`src/rtl/conway_pkg.sv`:
```
// Shared types and sizes for the serial cell evaluator: FSM states,
// neighbour count and count width.
package conway_pkg;

    localparam int NUM_NEIGHBORS = 8;
    localparam int COUNT_W       = 4;
    localparam int BEAT_W        = 3;

    typedef enum logic [1:0] {
        IDLE   = 2'd0,
        ACCUM  = 2'd1,
        RESULT = 2'd2
    } state_t;

endpackage

```
`src/rtl/conway_rule.sv`:
```
// Combinational life/death rule: survival window for live cells,
// exact birth count for dead cells.
module conway_rule
    import conway_pkg::*;
#(
    parameter int BIRTH_COUNT = 3,
    parameter int SURVIVE_MIN = 2,
    parameter int SURVIVE_MAX = 3
) (
    input  logic               alive,
    input  logic [COUNT_W-1:0] count,
    output logic               next_alive
);

    localparam logic [COUNT_W-1:0] BIRTH_C = COUNT_W'(BIRTH_COUNT);
    localparam logic [COUNT_W-1:0] SMIN_C  = COUNT_W'(SURVIVE_MIN);
    localparam logic [COUNT_W-1:0] SMAX_C  = COUNT_W'(SURVIVE_MAX);

    always_comb begin
        if (alive) begin
            next_alive = (count >= SMIN_C) && (count <= SMAX_C);
        end else begin
            next_alive = (count == BIRTH_C);
        end
    end

endmodule

```
`src/rtl/serial_cell_evaluator.sv`:
```
// Accepts one cell state plus eight serial neighbour bits and hands back
// the next-generation state over a valid/ready handshake.
module serial_cell_evaluator
    import conway_pkg::*;
#(
    parameter int BIRTH_COUNT = 3,
    parameter int SURVIVE_MIN = 2,
    parameter int SURVIVE_MAX = 3
) (
    input  logic               clk,
    input  logic               rst_n,
    input  logic               start,
    input  logic               cell_alive,
    input  logic               nbr_valid,
    input  logic               nbr_bit,
    output logic               nbr_ready,
    output logic               next_valid,
    output logic               next_alive,
    input  logic               next_ready,
    output logic               busy,
    output logic [COUNT_W-1:0] neighbor_count
);

    state_t              state_reg, state_next;
    logic [BEAT_W-1:0]   beat_reg;
    logic [COUNT_W-1:0]  count_reg;
    logic                cell_reg;
    logic                next_alive_reg;

    logic                accept;
    logic                last_beat;
    logic [COUNT_W-1:0]  count_sum;
    logic                rule_alive;

    assign accept    = (state_reg == ACCUM) && nbr_valid;
    assign last_beat = accept && (beat_reg == BEAT_W'(NUM_NEIGHBORS - 1));
    assign count_sum = count_reg + {{(COUNT_W-1){1'b0}}, nbr_bit};

    // The rule sees the count including the beat being accepted, so the
    // result is registered on the same edge as the final beat.
    conway_rule #(
        .BIRTH_COUNT (BIRTH_COUNT),
        .SURVIVE_MIN (SURVIVE_MIN),
        .SURVIVE_MAX (SURVIVE_MAX)
    ) u_rule (
        .alive      (cell_reg),
        .count      (count_sum),
        .next_alive (rule_alive)
    );

    always_ff @(posedge clk or negedge rst_n) begin
        if (!rst_n) begin
            state_reg <= IDLE;
        end else begin
            state_reg <= state_next;
        end
    end

    always_comb begin
        state_next = state_reg;
        case (state_reg)
            IDLE:    if (start)      state_next = ACCUM;
            ACCUM:   if (last_beat)  state_next = RESULT;
            RESULT:  if (next_ready) state_next = IDLE;
            default:                 state_next = IDLE;
        endcase
    end

    always_comb begin
        nbr_ready  = (state_reg == ACCUM);
        next_valid = (state_reg == RESULT);
        busy       = (state_reg != IDLE);
    end

    // Datapath: count and result persist through IDLE until the next start.
    always_ff @(posedge clk or negedge rst_n) begin
        if (!rst_n) begin
            beat_reg       <= '0;
            count_reg      <= '0;
            cell_reg       <= 1'b0;
            next_alive_reg <= 1'b0;
        end else begin
            if (state_reg == IDLE && start) begin
                cell_reg  <= cell_alive;
                count_reg <= '0;
                beat_reg  <= '0;
            end
            if (accept) begin
                count_reg <= count_sum;
                beat_reg  <= beat_reg + BEAT_W'(1);
            end
            if (last_beat) begin
                next_alive_reg <= rule_alive;
            end
        end
    end

    assign next_alive     = next_alive_reg;
    assign neighbor_count = count_reg;

endmodule

```
`config.mk`:
```
export PLATFORM = sky130hd
export DESIGN_NAME = serial_cell_evaluator
export DESIGN_NICKNAME = d
export VERILOG_FILES = /design/src/rtl/conway_pkg.sv /design/src/rtl/conway_rule.sv /design/src/rtl/serial_cell_evaluator.sv
export SDC_FILE = /design/constraint.sdc
export NUM_CORES = 1
export LEC_CHECK = 0
export BUFFER_PORTS_ARGS = -buffer_cell sky130_fd_sc_hd__buf_4
export CORE_AREA = 4 4 41 43
export DETAILED_ROUTE_END_ITERATION = 16
export DIE_AREA = 0 0 45 47
export PLACE_DENSITY = 0.7
export SLEW_MARGIN = 10
export SYNTH_ARGS = -nofsm -noshare
export SYNTH_HDL_FRONTEND = slang
export SYNTH_SLANG_ARGS = --single-unit
```
`constraint.sdc`:
```
create_clock -name clk -period 3.28 [get_ports clk]
set_input_delay 0.164 -clock clk [delete_from_list [all_inputs] [get_ports clk]]
set_output_delay 0.164 -clock clk [all_outputs]
set_load 0.05 [all_outputs]
```
Word level (Yosys, flattened, before mapping):

Index checks and enable logic that the tools add are counted.

* bits in registers: 11

* $add $sub $neg: 2
* reductions and logical operators: 8
* multiplexer cells: 9
* eq/ne operators: 7
* $lt $le $gt $ge: 2

Operators with widths (number)
* $mux 4: 2
* $mux 2: 3
* $mux 3: 2
* $pmux 2 s3: 1
* $add 4x1->4: 1
* $eq 4x2->1 const B: 1
* $ge 4x2->1 const B: 1
* $le 4x2->1 const B: 1
* $logic_and 1x1->1: 4
* $ne 2x1->1 const B: 2
* $reduce_bool 2->1: 2
* $add 3x1->3 const B: 1
* $eq 3x3->1 const B: 1
* $reduce_and 3->1: 1
* $eq 2x1->1 const B: 1
* $eq 2x2->1 const B: 1
* $logic_not 2->1: 1
* $ne 2x2->1 const B: 1
* $mux 1: 1

Longest topological paths before layout:

Gate-level depths: netlist of the first run.

* depth in word-level cells: 5
* gate-level depth with buffers: 5
* depth with buffers taken out: 5

Modules after synthesis:

Synthesis of the first run repeated with hierarchy kept, for this count alone.

* cell total of the unflattened synthesis: 55
* area, all modules: 623.1 um2

Modules (own cells, without submodules)
* serial_cell_evaluator: area an instance 604.3 um2, times used 1, cells an instance 53
* conway_rule: area an instance 18.8 um2, times used 1, cells an instance 2

Least setup slack after synthesis of the first run:

Ideal clock, no wire load.

* path type: reg2reg
* from: register count_reg[0] (netlist: neighbor_count[0])
* to: register count_reg[2] (netlist: neighbor_count[2])
* arrival: 1.586 ns
* cell stages (with the launch flop): 6
* slack: 1.573 ns
* cells stage by stage: dfrtp_1 -> ha_1 -> ha_1 -> nand2_1 -> mux2_4 -> a22o_1

* word-level cells in the longest chain between the ends: 2

Ends and longest elaborated chain
* from (decl): line serial_cell_evaluator.sv:26 `logic [COUNT_W-1:0] count_reg;`
* from (signal assigned): line serial_cell_evaluator.sv:89 `count_reg <= count_sum;`
* $add 4x1->4: line serial_cell_evaluator.sv:37 `assign count_sum = count_reg + {{(COUNT_W-1){1'b0}}, nbr_bit};`
* $mux 4: line serial_cell_evaluator.sv:88 `if (accept) begin`

Every way passes these cells.
A chain may end at the register's enable or synchronous reset.

Worst setup path after layout of the first run:

Ends and elaborated chain as after synthesis.

==> flow_summary_export.csv, run 1 <==
group,metric,value,unit
run_status,status,"completed",
critical_path,worst_setup_path_end_kind,"flop",
global_routing,grt_pass1_wl,2130,um
floorplanning,die_y,47,um
floorplanning,io_pins,15,
critical_path,path_class,"reg2reg",
floorplanning,fp.dieW,45,um
floorplanning,initial_utilization,46.4,%
synthesis,syn-num-nets,64,
global_routing,antenna_found_initial,0,
final_layout,fin_area,759,um^2
run,maxCapViolCount,0,
sta,slew_headroom,71.0,%
clock_tree,cts_buffers,3,
critical_path,startpoint_type,"flop",
critical_path,cp.arrival,1.63,ns
final_layout,largest_reg_flops,4,
sta,setup_viol,0,
floorplanning,placementRows,13,
sta,slew_viol_final,0,
power,p_per_area,963,nW/um^2
clock_tree,path_clk_slew,0.07,ns
clock_tree,clock_latency,0.27,ns
power,ir_drop,498,uV
place,place.gp.congestion,0.687,
synthesis,netlist_instances,53,
synthesis,yosys_warnings,0,
global_routing,grt.overflow.total,0,
routing,detail-route-antenna-nets,0,
sta,worst_pin_slew,0.435,ns
clock_tree,cts-root-buf,"clkbuf_4",
worst_hold_path,hold_path.class,"in2reg",
sta,min_period,1.47,ns
synthesis,yosysSeqAreaShare,45.5,%
routing,wl_per_cell,14.3,um
routing,first_pass_iters,4,
critical_path,crit_fanout,4,
place,numPortBuffers,14,
floorplanning,core_area,1300,um^2
sta,rsz0062_at_grt,"false",
sta,finalHoldViolations,0,
clock_tree,post_cts_buffers,0,
power,leakagePower,0.000390,uW
place,place_area,723,um^2
sta,setup_tns,0,ns
sta,fin_skew,0.00665,ns
routing,drt_iter0_drc,10,
routing,avgViaCountPerCell,5.56,
synthesis,synth-seq-cells,11,
clock_tree,h-tree-depth,1,
sta,max_freq,0.679,GHz
final_layout,drive_above_1_share,31.0,%
clock_tree,ctsLongestPathBuffers,2,
final_layout,nNetsFinal,83,
floorplanning,dieArea,2120,um^2
global_routing,grt_max_degree,15,
global_routing,grt_usage,14.2,%
synthesis,syn_area_per_cell,11.4,um^2
final_layout,area_growth,25.7,%
final_layout,num_antenna_cells,0,
routing,vias,478,
clock_tree,cts_tree,"yes",
synthesis,synthDistinctLibCells,20,
critical_path,required,3.44,ns
global_routing,grt_pass1_vias,486,
routing,wirelength,1230,um
clock_tree,clock-sinks,11,
sta,finalCritPeriodShare,44.9,%
synthesis,syn_area,604,um^2
routing,drc,0,
per-layer routing:
metal  part of all wire (%)  routed length [um]  GRT usage [%]  up-vias
met5                      0                   0              0        -
met4                   0.65                   8           1.75        0
met3                    5.8                  71           6.90        2
met2                     50                 616           24.6       12
met1                     43                 532           16.4      229
li1                       -                   -              -      235
report_power, final:
group / leakage [uW] / internal, uW / switching [uW] / total, uW
Sequential: 0.000137 / 191 / 65.6 / 257
Combinational: 0.000237 / 164 / 220 / 384
Clock: 0.0000150 / 47.0 / 43.4 / 90.4
Total: 0.000390 / 403 / 329 / 732
Yosys cell counts, drive strengths merged:
| cell | instances | area share [%] |
|---|---|---|
| a31oi | 1 | 1.0 |
| a22o | 11 | 16 |
| and2b | 2 | 2.5 |
| buf | 1 | 0.83 |
| nand2b | 1 | 1.0 |
| nor2b | 2 | 3.3 |
| nor2 | 2 | 1.2 |
| mux2 | 3 | 6.2 |
| xor2 | 2 | 2.9 |
| nand3 | 1 | 0.83 |
| nand4b | 1 | 1.4 |
| o21ai | 3 | 2.5 |
| nand2 | 4 | 2.5 |
| dfrtp | 11 | 46 |
| nor3 | 1 | 0.83 |
| ha | 4 | 8.3 |
| inv | 2 | 1.2 |
| o21bai | 1 | 1.9 |
cells in the final DEF, fill, tap and decap left out, types with 2 or more instances in the layout:
cell       n
buf_4     14
a22o_1    11
dfrtp_1   11
nand2_1    4
ha_1       4
o21ai_0    3
clkbuf_4   3
and2b_1    2
nor2_1     2
inv_1      2
xor2_1     2
mux2_2     2
stage by stage:
step                power, uW  hold WS, ns  instances  utilization [%]  setup slack, ns
floorplan                 538       -0.132         53                -             1.57
global placement          635      0.00590         81             55.6             1.84
detailed placement        646      0.00642         81             55.6             1.80
CTS                       741        0.119         86             58.4             1.80
global route              789        0.113         86             58.4             1.74
finish                    732        0.126         86             58.4             1.81
path summary, 6_finish.rpt:
check	slack, ns	to	cells past startpoint	start
max in group asynchronous	2.86	beat_reg[0]$_DFFE_PN0P_	2	rst_n
min in group asynchronous	0.27	state_reg[1]$_DFFE_PN0P_	2	rst_n
min reg2reg	0.51	next_alive$_DFFE_PN0P_	1	next_alive$_DFFE_PN0P_
max	1.81	neighbor_count[2]$_DFFE_PN0P_	5	neighbor_count[0]$_DFFE_PN0P_
min	0.13	state_reg[0]$_DFFE_PN0P_	2	nbr_valid
max reg2reg	1.81	neighbor_count[2]$_DFFE_PN0P_	5	neighbor_count[0]$_DFFE_PN0P_
area by class of cell:
| type | count | area [um^2] |
|---|---|---|
| multi-input combinational | 39 | 317 |
| tap | 15 | 18.8 |
| fill | 119 | 542 |
| clock buffer | 4 | 26.3 |
| sequential | 11 | 275 |
| timing repair buffer | 15 | 115 |
| inverter | 2 | 7.51 |
cell families (layout without fill, tap and decap cells):
family / after synthesis / after routing / share of synthesized area (%)
AO/OA/AOI/OAI: 16 / 16 / 21.3
XOR/XNOR: 2 / 2 / 2.90
adder cells (fa/ha/maj): 4 / 4 / 8.28
buffers and inverters: 3 / 21 / 2.07
flip-flops: 11 / 11 / 45.5
multiplexers: 3 / 3 / 6.21
AND/OR/NAND/NOR: 14 / 14 / 13.7
timing repair:
item,4_1_cts,5_1_grt
hold buffers,1,0
resized for setup,0,0
hold endpoints to repair,11,0
critical path: stages (launching register included):
cell and delay, ns:
dfrtp_1 0.41, ha_1 0.21, ha_1 0.20, nand2_1 0.08
mux2_4 0.29, a22o_1 0.17
(Power assumes the default switching activity.)
==> inputs of run 2 (changes only) <==
- CORE_AREA: 4 4 41 43 -> not set
- CORE_MARGIN: not set -> 4
- CORE_UTILIZATION: not set -> 44
- DIE_AREA: 0 0 45 47 -> not set
- PLACE_DENSITY: 0.7 -> 0.71
- clock period: 3.28 -> 1.32 ns (I/O delays scaled with it)
==> run 2 against run 1 <==
  * The run now ends with setup timing left
  * Largest cell class unchanged
  * Critical endpoint unchanged
  * Non-clock buffer count up 5
  * Die area shrank 4.0%
  * Utilization grew 7.0 points
  * First-iteration DRC count is 90% lower
  * Global-route usage is 0.98 points higher
  * Maximum frequency rose by 4.8%
  * Sequential power rose by 150%
  * Worst hold slack got worse by 0.099 ns
  * Design area rose by 12%
  * Clock power grew to 2.5 times the previous value
  * Clock skew is 0.0010 ns lower
  * Flip-flop and latch count did not move
==> flow_summary_export.csv, run 2 (synthesized netlist as in run 1, its figures left out) <==
group,metric,value,unit
clock_tree,ctsLongestPathBuffers,2,
final_layout,num_antenna_cells,0,
floorplanning,placementRows,13,
routing,drc,0,
floorplanning,initial_utilization,46.4,%
global_routing,grt_max_degree,12,
final_layout,largest_reg_flops,4,
routing,wl_met3,65,um
global_routing,grt_pass1_wl,2150,um
floorplanning,core_area,1300,um^2
routing,first_pass_iters,2,
clock_tree,cts-root-buf,"clkbuf_4",
place,place.gp.congestion,0.753,
run_status,violations,"setup timing",
routing,avgViaCountPerCell,5.36,
routing,met1Wirelength,559,um
sta,setup_viol,2,
clock_tree,cts_buffers,3,
critical_path,worst_setup_path_end_kind,"flop",
floorplanning,dieArea,2030,um^2
final_layout,layout.cells.most_common,"buf_4",
global_routing,grt_usage,15.2,%
final_layout,drive_above_1_share,48.7,%
power,power,2040,uW
critical_path,cp.arrival,1.56,ns
clock_tree,h-tree-depth,1,
routing,maxUsedRoutingLayer,"met4",
power,ir_drop,1190,uV
critical_path,path_class,"reg2reg",
sta,rsz0062_at_grt,"true",
sta,setup_slack,-0.0862,ns
place,dp_hpwl,1040,um
clock_tree,clock_latency,0.27,ns
routing,drt_iter0_drc,1,
floorplanning,die_y,45.1,um
routing,vias,488,
power,p_per_area,2400,nW/um^2
sta,max_freq,0.711,GHz
final_layout,area_growth,40.8,%
run_status,status,"finished with violations",
routing,wl_per_cell,14.8,um
sta,finalCritPeriodShare,107,%
critical_path,startpoint_type,"flop",
floorplanning,fp.dieW,45.1,um
sta,fin_skew,0.00565,ns
global_routing,grt.overflow.total,0,
sta,worst_pin_slew,0.360,ns
global_routing,grt_pass1_vias,503,
clock_tree,path_clk_slew,0.07,ns
final_layout,nNetsFinal,88,
sta,setup_tns,-0.107,ns
sta,finalHoldViolations,0,
run,maxCapViolCount,0,
final_layout,final_cell_mix,"buf_4, a22o_1, dfrtp_1",
sta,slew_viol_final,0,
critical_path,crit_fanout,2,
clock_tree,clock-sinks,11,
critical_path,required,1.47,ns
global_routing,antenna_found_initial,0,
sta,slew_headroom,76.0,%
power,leakagePower,0.000407,uW
routing,dr_wl_met2,694,um
worst_hold_path,hold_path.class,"in2reg",
routing,wirelength,1350,um
floorplanning,io_pins,15,
clock_tree,cts_tree,"yes",
place,numPortBuffers,14,
sta,min_period,1.41,ns
routing,detail-route-antenna-nets,0,
[run 2: where the power goes]
part	internal (uW)	switching [uW]	total, uW
registers	484	151	635
clock network	117	110	227
logic	539	636	1180
total	1140	897	2040
[run 2: cell type report]
class                   count  area, um^2
clock buffers               4        26.3
fillers                   102         450
inverters                   2        7.51
multi-input cells          39         367
flip-flops and latches     11         279
well taps                  15        18.8
repair buffers             20         153
[run 2: worst max-delay path: stages (launching register included)]
cell and delay, ns:
dfrtp_2 0.43, ha_4 0.17, ha_4 0.15, nand2_2 0.06, mux2_4 0.29, a22o_1 0.18
[run 2: per-stage QoR]
stage	area (um^2)	util, %	std cells	setup WS [ns]	hold slack, ns
6_report	851	65.4	91	-0.0862	0.0268
5_1_grt	851	65.4	91	-0.126	0.0288
4_1_cts	837	64.3	90	-0.0900	0.0276
3_5_place_dp	788	60.6	85	-0.0809	-0.0923
3_3_place_gp	788	60.6	85	-0.0374	-0.0900
2_1_floorplan	639	-	53	-0.195	-0.230
[run 2: layer usage]
| layer | up-vias | track usage (%) |
|---|---|---|
| li1 | 245 | - |
| met1 | 229 | 16.2 |
| met2 | 10 | 25.1 |
| met3 | 4 | 6.37 |
| met4 | 0 | 8.19 |
| met5 | - | 0 |
[run 2: repair_timing]
item | in CTS | in global routing
endpoints found under the setup margin | 3 | 5
hold endpoints to repair | 11 | 0
pin swaps | 4 | 2
buffers inserted | 0 | 1
resized for setup | 1 | 2
hold buffers | 1 | 0
[run 2: worst paths after layout]
| path | startpoint | slack, ns | end | cells after the start |
|---|---|---|---|---|
| setup / recovery | neighbor_count[0]$_DFFE_PN0P_ | -0.09 | neighbor_count[2]$_DFFE_PN0P_ | 5 |
| setup reg to reg | neighbor_count[0]$_DFFE_PN0P_ | -0.09 | neighbor_count[2]$_DFFE_PN0P_ | 5 |
| hold / removal | cell_alive | 0.03 | cell_reg$_DFFE_PN0P_ | 2 |
| max in group asynchronous | rst_n | 0.99 | neighbor_count[1]$_DFFE_PN0P_ | 2 |
| min in group asynchronous | rst_n | 0.16 | neighbor_count[0]$_DFFE_PN0P_ | 2 |
| hold reg to reg | next_alive$_DFFE_PN0P_ | 0.55 | next_alive$_DFFE_PN0P_ | 1 |
